### src/rtl/mouse_input_conditioner.sv
// Mouse button debouncer and saturating horizontal pointer tracker.
// Button and motion paths share only clock and reset.
module mouse_input_conditioner #(
    parameter int unsigned DEBOUNCE_CYCLES = 16,
    parameter int unsigned X_MAX           = 639
) (
    input  logic        clock,
    input  logic        reset_,
    input  logic        button_raw_,
    input  logic        delta_valid,
    input  logic [7:0]  delta_x,
    output logic        delta_ready,
    input  logic        recenter,
    output logic        mouse_pressed_,
    output logic        press_pulse,
    output logic        release_pulse,
    output logic [15:0] mouse_x
);

    localparam logic [15:0] L_XMAX   = 16'(X_MAX);
    localparam logic [15:0] L_CENTER = 16'(X_MAX / 2);
    localparam logic [15:0] L_TERM   =
        16'((DEBOUNCE_CYCLES >= 2) ? (DEBOUNCE_CYCLES - 2) : 0);
    localparam bit          L_DIRECT = (DEBOUNCE_CYCLES <= 1);

    typedef enum logic [1:0] {
        RELEASED,
        CHECK_PRESS,
        PRESSED,
        CHECK_RELEASE
    } state_t;

    logic        r_sync1;
    logic        r_sync2;
    state_t      r_state;
    logic [15:0] r_cnt;
    logic        r_pressed_;
    logic        r_press;
    logic        r_release;
    logic        r_ready;
    logic [15:0] r_x;

    logic               w_sample;
    logic               w_done;
    logic               w_xfer;
    logic signed [17:0] w_sum;
    logic signed [17:0] w_lim;

    always_ff @(posedge clock or negedge reset_) begin
        if (!reset_) begin
            r_sync1 <= 1'b1;
            r_sync2 <= 1'b1;
        end else begin
            r_sync1 <= button_raw_;
            r_sync2 <= r_sync1;
        end
    end

    assign w_sample = r_sync2;
    // The sample that enters a CHECK state is the first stable one.
    assign w_done   = (r_cnt == L_TERM);

    always_ff @(posedge clock or negedge reset_) begin
        if (!reset_) begin
            r_state    <= RELEASED;
            r_cnt      <= '0;
            r_pressed_ <= 1'b1;
            r_press    <= 1'b0;
            r_release  <= 1'b0;
        end else begin
            r_press   <= 1'b0;
            r_release <= 1'b0;
            case (r_state)
                RELEASED: begin
                    if (!w_sample) begin
                        r_cnt <= '0;
                        if (L_DIRECT) begin
                            r_state    <= PRESSED;
                            r_pressed_ <= 1'b0;
                            r_press    <= 1'b1;
                        end else begin
                            r_state <= CHECK_PRESS;
                        end
                    end
                end
                CHECK_PRESS: begin
                    if (w_sample) begin
                        r_state <= RELEASED;
                        r_cnt   <= '0;
                    end else if (w_done) begin
                        r_state    <= PRESSED;
                        r_cnt      <= '0;
                        r_pressed_ <= 1'b0;
                        r_press    <= 1'b1;
                    end else begin
                        r_cnt <= r_cnt + 16'd1;
                    end
                end
                PRESSED: begin
                    if (w_sample) begin
                        r_cnt <= '0;
                        if (L_DIRECT) begin
                            r_state    <= RELEASED;
                            r_pressed_ <= 1'b1;
                            r_release  <= 1'b1;
                        end else begin
                            r_state <= CHECK_RELEASE;
                        end
                    end
                end
                CHECK_RELEASE: begin
                    if (!w_sample) begin
                        r_state <= PRESSED;
                        r_cnt   <= '0;
                    end else if (w_done) begin
                        r_state    <= RELEASED;
                        r_cnt      <= '0;
                        r_pressed_ <= 1'b1;
                        r_release  <= 1'b1;
                    end else begin
                        r_cnt <= r_cnt + 16'd1;
                    end
                end
                default: begin
                    r_state <= RELEASED;
                    r_cnt   <= '0;
                end
            endcase
        end
    end

    assign w_xfer = delta_valid & r_ready;
    assign w_lim  = $signed({2'b00, L_XMAX});
    assign w_sum  = $signed({2'b00, r_x})
                  + $signed({{10{delta_x[7]}}, delta_x});

    always_ff @(posedge clock or negedge reset_) begin
        if (!reset_) begin
            r_ready <= 1'b0;
            r_x     <= L_CENTER;
        end else begin
            r_ready <= 1'b1;
            // Recenter overrides and silently drops a coincident delta.
            if (recenter) begin
                r_x <= L_CENTER;
            end else if (w_xfer) begin
                if (w_sum < 18'sd0) begin
                    r_x <= '0;
                end else if (w_sum > w_lim) begin
                    r_x <= L_XMAX;
                end else begin
                    r_x <= w_sum[15:0];
                end
            end
        end
    end

    assign delta_ready    = r_ready;
    assign mouse_pressed_ = r_pressed_;
    assign press_pulse    = r_press;
    assign release_pulse  = r_release;
    assign mouse_x        = r_x;

endmodule

### config.mk
export PLATFORM = sky130hd
export DESIGN_NAME = mouse_input_conditioner
export DESIGN_NICKNAME = d
export VERILOG_FILES = /design/src/rtl/mouse_input_conditioner.sv
export SDC_FILE = /design/constraint.sdc
export NUM_CORES = 1
export LEC_CHECK = 0
export ABC_AREA = 0
export CAP_MARGIN = 20
export CORE_UTILIZATION = 56
export DETAILED_ROUTE_END_ITERATION = 8
export PLACE_DENSITY = 0.8
export SLEW_MARGIN = 25
export SYNTH_ARGS = -nofsm -noshare
export SYNTH_HDL_FRONTEND = slang
export SYNTH_SLANG_ARGS = --single-unit
### constraint.sdc
create_clock -name clock -period 3 [get_ports clock]
set_input_delay 0.45 -clock clock [delete_from_list [all_inputs] [get_ports clock]]
set_output_delay 0.45 -clock clock [all_outputs]
set_load 0.005 [all_outputs]
==> results.toml, run 1 <==
[floorplanning]
core_area_sq_um = 4790
start_util_pct = 58.6
io_pins = 33
die_h_um = 72.8
die_area_sq_um = 5300
die_x_um = 72.8
row_count = 25

[setup_path]
crit_required_ps = 3190
critPathLaunch = "delta_x[1]"
r2r_cells = 10
r2r-start = "mouse_x[1]"
path_class = "input pin to flip-flop"
rrSetupSlack_ps = 160
cp_slowest_cell = "clkdlybuf4s50_1"
critical-path-max-stage-delay_ps = 420
start_kind = "input pin"
cpMostUsedCell = "nand4_1"
crit_arrival_ps = 3100
rr_endpoint = "mouse_x[6]"
crit_chain = "clkdlybuf4s50_1 > ha_1 > a211oi_2 > buf_4 > o21ai_4 > o31a_4 > nand4_1 > mux2_4 > nor4_4 > nand4_1 > a22o_1"
cp_max_fo = 5
endpoint_kind = "flip-flop"

[routing]
post-route-drc-count = 0
routed_wl_um = 6780
post_drt_wl_per_cell_um = 14.8
via_per_inst = 5.88
vias = 2694
dr.pass1.iters = 4
drt-initial-drc-count = 119
ant_nets = 0

[cts]
clock-sinks = 40
tritoncts = "yes"
ctsHoldBuffers = 0
clk-insertion-delay-late_ps = 300
root_buffer = "clkbuf_8"
cts.path.max_buffers = 2
htreeDepth = 2
cts_made_buffers = 5
clk_pin_slew_ps = 70

[timing]
fin_ws_ps = 86.2
skew_ps = 9.00
finalMaxSlewViolations = 0
fin_crit_sh_pct = 97.1
setup_viol = 0
setup_tns_ps = 0
fin_crit_ps = 2910
max_slew.worst_pin.slew_ps = 873
fmax_mhz = 343
max_slew_margin_pct = 41.6
finalHoldViolations = 0

[global_route]
grt_pass1_wl_um = 11300
grt_pass1_vias = 2471
grt_use_total_pct = 27.5
antenna_found_initial = 0
grt_max_degree = 41
grt_remaining_overflow = 0

[synthesis]
synth_cell_types = 56
synth_area_sq_um = 2810
async_flop_share_pct = 100
synth-seq-area-share_pct = 36.1
synthCells = 318
synth_top_cell_by_area = "dfrtp_1"
ys.flop_type = "dfrtp_1"
ys_ff_latch = 40
syn_area_per_cell_sq_um = 8.82
synth_warnings = 0
synthTopCellsByArea = "dfrtp_1 27%, dfstp_2 9.4%, ha_1 8.5%"
synth_top_area_share_pct = 26.8
synth_edf_count = 0
synth_nets = 351

[final_layout]
area_delta_synth_final_pct = 29.1
fin_cells = 458
stdcell_area_sq_um = 3620
drive_above_1_share_pct = 20.7
diodes = 0
final_nets = 423
regArea_sq_um = 1010
multiInputGateArea_sq_um = 1760
fillers = 367

[power]
p_total_mw = 1.28
power.leakage_nw = 1.66
power_density_nw_per_um2 = 353
peakVddDrop_v = 0.000371

[placed_design]
gp_congestion = 0.899
placed_cells = 449
io_buffers = 32
place_ws_ps = -357
hpwlAfterDp_um = 5190
placed_cell_area_sq_um = 3480

[status]
status = "finished clean"

[run]
max_cap_viol_count = 0

[worst_hold_path]
hp-class = "input pin to asynchronous set/reset pin"
## state kept, by name, summed over array words and instances (netlist names), named ones only
signal	count
delta_ready	1
mouse_pressed_	1
mouse_x	16
press_pulse	1
r_cnt	16
r_state	1
r_sync1	1
r_sync2	1
release_pulse	1
## cell type report
type | instances | area share, %
multi-input cells | 257 | 48.5
flip-flops and latches | 40 | 28.0
repair buffers | 77 | 18.0
well taps | 67 | 2.32
clock buffers | 7 | 2.11
inverters | 9 | 0.933
clock inverters | 1 | 0.138
## cells in the mapped netlist, types with 5 or more instances
master,count
clkbuf_1,7
inv_1,9
xor2_1,5
dfrtp_1,30
ha_1,19
o21ai_0,30
nand2_1,27
a21oi_1,23
a21o_1,7
dfstp_2,10
nor3_1,5
nand4_1,9
nand3_1,9
and3_1,12
a221oi_1,6
nor2_1,33
xnor2_1,10
and2_1,7
nand2b_1,5
## worst max-delay path: cells and delay by family
kind	cells	cell delay, ps
compound gates	4	790
mux	1	330
simple gates	3	640
buf+inv	2	570
fa+ha+maj	1	320
## worst max-delay path by stage
stage	endpoint	slack, ps	depth (start not counted)
finish	mouse_x[6]	90	11
floorplan	mouse_x[6]	240	11
CTS	mouse_x[6]	10	12
global route	mouse_x[2]	-10	13
detailed placement	mouse_x[6]	-360	11
global placement	mouse_x[1]	-250	12
## power breakdown
part	internal [mW]	switching [mW]	total [mW]
combinational	0.176	0.182	0.358
sequential	0.558	0.0156	0.574
clock	0.163	0.184	0.347
## per-layer routing
layer	vias to the layer above	track usage (%)	wire, um
met5	-	0	0
met4	0	10.0	121
met3	13	4.97	294
met2	77	45.2	3400
met1	1295	36.7	2960
li1	1309	-	-
## cells in the final DEF, fill, tap and decap left out, types with 2 or more instances in the layout
| master | instances |
|---|---|
| clkdlybuf4s50_1 | 30 |
| and2_1 | 7 |
| inv_1 | 9 |
| nand2b_1 | 4 |
| o31ai_1 | 3 |
| and3_1 | 12 |
| and4_4 | 2 |
| nand2_1 | 27 |
| dfstp_2 | 10 |
| dfrtp_1 | 30 |
| a21oi_1 | 23 |
| nor2b_1 | 3 |
| nand3_1 | 8 |
| o21ai_0 | 29 |
| xor2_1 | 5 |
| a31oi_1 | 2 |
| mux2i_1 | 2 |
| a22o_1 | 2 |
| nor3_1 | 5 |
| a21o_1 | 7 |
| a221oi_1 | 6 |
| o21ai_1 | 4 |
| clkbuf_8 | 5 |
| ha_1 | 19 |
| clkbuf_1 | 2 |
| o211ai_1 | 2 |
| nor2_1 | 33 |
| a31o_2 | 2 |
| nand4_1 | 9 |
| o21bai_1 | 2 |
| xnor2_1 | 9 |
| buf_4 | 45 |
## stage by stage
stage | hold WS [ps] | util (%)
final | 248 | 75.7
after global routing | 328 | 75.7
after CTS | 284 | 75.1
after detailed placement | 352 | 72.8
after global placement | 349 | 72.8
after floorplan | 154 | -
## kinds of logic (layout without fill, tap and decap cells)
| kind of cell | after synthesis | after routing | synth area share [%] |
|---|---|---|---|
| and+or+nand+nor | 119 | 119 | 21.7 |
| xor gates and xnor gates | 15 | 15 | 4.68 |
| buffers and inverters | 21 | 94 | 2.99 |
| adders and majority gates | 20 | 20 | 9.19 |
| other | 1 | 1 | 0.134 |
| muxes | 3 | 3 | 1.25 |
| DFF | 40 | 40 | 36.1 |
| AOI/OAI and AO/OA | 99 | 99 | 24.0 |
## timing repair
item	in CTS	in global routing
gates resized for setup	5	5
pin swaps	7	3
setup buffers	1	0
setup endpoints to repair	8	10
hold endpoints to repair	0	0
cloned	0	0
(Power assumes the default switching activity.)
==> run 2, diff against run 1 <==
- SKIP_LAST_GASP: unset -> 1
==> run 2 against run 1 <==
Final area fell by 0.21%. Register-to-register slack barely moved. Via count up 0.19%. Global-route usage unchanged. Setup slack worse by 8.4 ps. Clock skew shrank 0.94 ps.
==> results.toml, run 2 (same netlist as run 1, synthesis figures left out) <==
[placed_design]
io_buffers = 32
placed_cells = 449
placed_cell_area_sq_um = 3480
gp_congestion = 0.899
hpwlAfterDp_um = 5190

[power]
peakVddDrop_v = 0.000365
power_density_nw_per_um2 = 353
p_total_mw = 1.28
power.leakage_nw = 1.65

[timing]
fmax_mhz = 342
finalHoldViolations = 0
fin_crit_ps = 2920
rsz0062_at_grt = "yes"
max_slew.worst_pin.slew_ps = 888
hold_slack_ps = 249
fin_crit_sh_pct = 97.4
setup_viol = 0
skew_ps = 8.05
finalMaxSlewViolations = 0
max_slew_margin_pct = 40.6

[final_layout]
fillers = 369
stdcell_area_sq_um = 3610
area_delta_synth_final_pct = 28.8
mostFrequentLayoutCells = "45 x buf_4, 33 x nor2_1, 30 x dfrtp_1, 30 x clkdlybuf4s50_1, 29 x o21ai_0"
layout_commonest_cell = "buf_4"
multiInputGateArea_sq_um = 1750
diodes = 0
fin_cells = 458
final_nets = 423
drive_above_1_share_pct = 20.5
regArea_sq_um = 1010

[cts]
clk-insertion-delay-late_ps = 300
htreeDepth = 2
tritoncts = "yes"
clk_pin_slew_ps = 80
ctsHoldBuffers = 0
cts.path.max_buffers = 2
clock-sinks = 40
root_buffer = "clkbuf_8"
cts_made_buffers = 5

[setup_path]
crit_chain = "clkdlybuf4s50_1 > ha_1 > a211oi_2 > buf_4 > o21ai_4 > o31a_4 > nand4_1 > mux2_4 > nor4_4 > nand4_1 > a22o_1"
cp_max_fo = 5
path_class = "input pin to flip-flop"
rr_endpoint = "mouse_x[6]"
crit_arrival_ps = 3110
r2r-start = "mouse_x[1]"
cpLargestDelayFamily = "compound AO/OA/AOI/OAI gates"
endpoint_kind = "flip-flop"
r2r_cells = 10
start_kind = "input pin"
rrSetupSlack_ps = 150
cp_slowest_cell = "clkdlybuf4s50_1"
crit_required_ps = 3180
critical-path-max-stage-delay_ps = 420
crit_buf_inv = 2
cpMostUsedCell = "nand4_1"

[routing]
routed_wl_um = 6780
post-route-drc-count = 0
via_per_inst = 5.89
ant_nets = 0
drt-initial-drc-count = 137
post_drt_wl_per_cell_um = 14.8
dr.pass1.iters = 5
vias = 2699

[floorplanning]
die_x_um = 72.8
die_area_sq_um = 5300
core_area_sq_um = 4790
start_util_pct = 58.6
io_pins = 33
die_h_um = 72.8
row_count = 25

[status]
status = "finished clean"

[run]
max_cap_viol_count = 0

[global_route]
grt_max_degree = 41
antenna_found_initial = 0
grt_pass1_vias = 2471
grt_use_total_pct = 27.5
grt_remaining_overflow = 0
grt_pass1_wl_um = 11300

[worst_hold_path]
hp-class = "input pin to asynchronous set/reset pin"
## run 2: report_power, final
| group | switching, mW | internal (mW) |
|---|---|---|
| Sequential | 0.0159 | 0.558 |
| Combinational | 0.182 | 0.175 |
| Clock | 0.182 | 0.163 |
## run 2: final cells by class
| cell class | instances | area share (%) |
|---|---|---|
| Clock inverter | 1 | 0.139 |
| Sequential cell | 40 | 28.0 |
| Multi-Input combinational cell | 257 | 48.4 |
| Clock buffer | 7 | 2.11 |
| Timing Repair Buffer | 77 | 18.0 |
| Tap cell | 67 | 2.32 |
| Inverter | 9 | 0.935 |
## run 2: how the worst max path moves through the flow
stage	from	to	slack, ps	depth (start not counted)
2_1_floorplan	mouse_x[0]	mouse_x[6]	240	11
3_3_place_gp	delta_x[0]	mouse_x[1]	-250	12
3_5_place_dp	delta_x[7]	mouse_x[6]	-360	11
4_1_cts	delta_x[1]	mouse_x[6]	10	12
5_1_grt	delta_x[1]	mouse_x[1]	-10	13
6_report	delta_x[1]	mouse_x[6]	80	11
## run 2: metal layers
| layer | up-vias | track usage (%) | wire [um] |
|---|---|---|---|
| li1 | 1310 | - | - |
| met1 | 1306 | 36.7 | 3030 |
| met2 | 68 | 45.2 | 3400 |
| met3 | 15 | 4.97 | 222 |
| met4 | 0 | 10.0 | 126 |
| met5 | - | 0 | 0 |
## run 2: per-stage QoR
stage	setup slack [ps]	TNS, ps	util (%)
finish	77.8	0	75.5
global route	-10.1	-12.3	75.5
CTS	14.5	0	75.1
detailed placement	-357	-3210	72.8
global placement	-250	-2300	72.8
floorplan	235	0	-
## run 2: timing repair
action | CTS | global route
pin swaps | 7 | 3
setup buffers | 1 | 0
setup endpoints to repair | 8 | 10
gates resized for setup | 5 | 4
==> run 3, diff against run 2 <==
- CELL_PAD_IN_SITES_DETAIL_PLACEMENT: unset -> 0
- CELL_PAD_IN_SITES_GLOBAL_PLACEMENT: unset -> 1
- CORE_ASPECT_RATIO: unset -> 1.4
- CORE_UTILIZATION: 56 -> 43
- MAX_ROUTING_LAYER: unset -> met4
- PLACE_DENSITY: 0.8 -> unset
- PLACE_DENSITY_LB_ADDON: unset -> 0.1
==> run 3 against run 2 <==
Via count fell by 3.4%. Critical endpoint unchanged. Largest power group unchanged. Count of clock-buffer cells in the layout decreased by 1. Non-clock buffer count is 7 higher. Utilization fell by 16 points. Clock skew decreased by 2.2 ps.
==> results.toml, run 3 (same netlist as run 1, synthesis figures left out) <==
[status]
status = "finished clean"

[routing]
dr.pass1.iters = 4
vias = 2607
via_per_inst = 5.55
post_drt_wl_per_cell_um = 14.7
routed_wl_um = 6890
post-route-drc-count = 0
drt-initial-drc-count = 86
ant_nets = 0

[final_layout]
area_delta_synth_final_pct = 33.5
diodes = 0
fin_cells = 470
layout_commonest_cell = "buf_4"
final_nets = 430
mostFrequentLayoutCells = "52 x buf_4, 33 x nor2_1, 30 x dfrtp_1, 29 x clkdlybuf4s50_1"
fillers = 556
drive_above_1_share_pct = 23.6

[timing]
max_slew_margin_pct = 41.7
finalMaxSlewViolations = 0
finalHoldViolations = 0
fmax_mhz = 343
hold_slack_ps = 277
fin_ws_ps = 88.6
fin_crit_ps = 2910
max_slew.worst_pin.slew_ps = 875
setup_viol = 0
skew_ps = 5.83
fin_crit_sh_pct = 97.0
rsz0062_at_grt = "yes"

[setup_path]
crit_required_ps = 3180
start_kind = "input pin"
path_class = "input pin to flip-flop"
endpoint_kind = "flip-flop"
crit_arrival_ps = 3090
cp_max_fo = 6

[cts]
tritoncts = "yes"
clk_pin_slew_ps = 80
clk-insertion-delay-late_ps = 290
clock-sinks = 40
cts.path.max_buffers = 2
ctsHoldBuffers = 0
htreeDepth = 2
cts_made_buffers = 5
root_buffer = "clkbuf_8"

[floorplanning]
core_area_sq_um = 6250
start_util_pct = 44.9
io_pins = 33
die_area_sq_um = 6850
row_count = 34
die_x_um = 70.3
die_h_um = 97.6

[worst_hold_path]
hp-class = "input pin to asynchronous set/reset pin"

[global_route]
antenna_found_initial = 0
grt_pass1_vias = 2601
grt_pass1_wl_um = 11900
grt_use_total_pct = 21.7
grt_remaining_overflow = 0
grt_max_degree = 41

[placed_design]
hpwlAfterDp_um = 5190
place_ws_ps = -386
io_buffers = 32
placed_cells = 460
gp_congestion = 0.916

[power]
power.leakage_nw = 1.71
power_density_nw_per_um2 = 366
peakVddDrop_v = 0.000335
p_total_mw = 1.37

[run]
max_cap_viol_count = 0
[run 3: cell types whose count changed in the layout (fill, tap and decap cells not counted), sizes merged]
cell,change
clkdlybuf4s50,-1
clkbuf,-1
buf,+7
dlymetal6s2s,+1
bufinv,+1
[run 3: worst paths after layout]
| check | startpoint | to | slack, ps | depth (start not counted) |
|---|---|---|---|---|
| setup / recovery | delta_x[7] | mouse_x[6] | 90 | 12 |
| hold / removal | reset_ | r_cnt[13] | 280 | 1 |
| setup reg to reg | mouse_x[0] | mouse_x[6] | 100 | 12 |
| hold reg to reg | r_sync1 | r_sync2 | 360 | 0 |
| max in group asynchronous | reset_ | r_cnt[8] | 2180 | 1 |
| min in group clock | r_sync1 | r_sync2 | 360 | 0 |
[run 3: worst max-delay path, cell delays in order]
cell	delay [ps]
dlygate4sd2_1	310
ha_1	340
buf_4	160
and4_4	180
and4_1	230
a221oi_2	280
o221a_1	230
nand4_1	150
nor4_4	310
buf_4	180
nand4_1	80
a22o_1	200
[run 3: report_power, final]
part | leakage (nW) | switching, mW | internal, mW
Clock | 0.0552 | 0.188 | 0.247
Sequential | 0.518 | 0.0160 | 0.558
Combinational | 1.14 | 0.181 | 0.181
[run 3: what timing repair did]
item	CTS	global route
resized for setup	5	16
pin swaps	3	16
endpoints found under the setup margin	10	10
buffers inserted	0	3
hold endpoints to repair	0	0
[run 3: through the flow]
stage                     TNS (ps)  instance area (sq um)  utilization [%]
after CTS                        0                   3660             58.5
final                            0                   3750             59.9
after global routing         -82.8                   3750             59.9
after detailed placement     -3460                   3540             56.5
after floorplan                  0                   2810                -
after global placement       -2780                   3540             56.5
[run 3: layout make-up]
type / instances / area (sq um) / share of cell area [%]
repair buffers: 84 / 707 / 18.9
clock buffers: 6 / 72.6 / 1.94
inverters: 9 / 33.8 / 0.902
flip-flops and latches: 40 / 1010 / 27.1
multi-input cells: 257 / 1790 / 47.9
well taps: 72 / 90.1 / 2.40
clock inverters: 2 / 35.0 / 0.935
[run 3: metal layers]
layer,global-route usage [%],vias up,part of all wire [%]
li1,-,1322,-
met1,25.4,1238,44
met2,37.6,33,52
met3,2.18,14,1.5
met4,8.31,0,2.0
met5,-,-,0
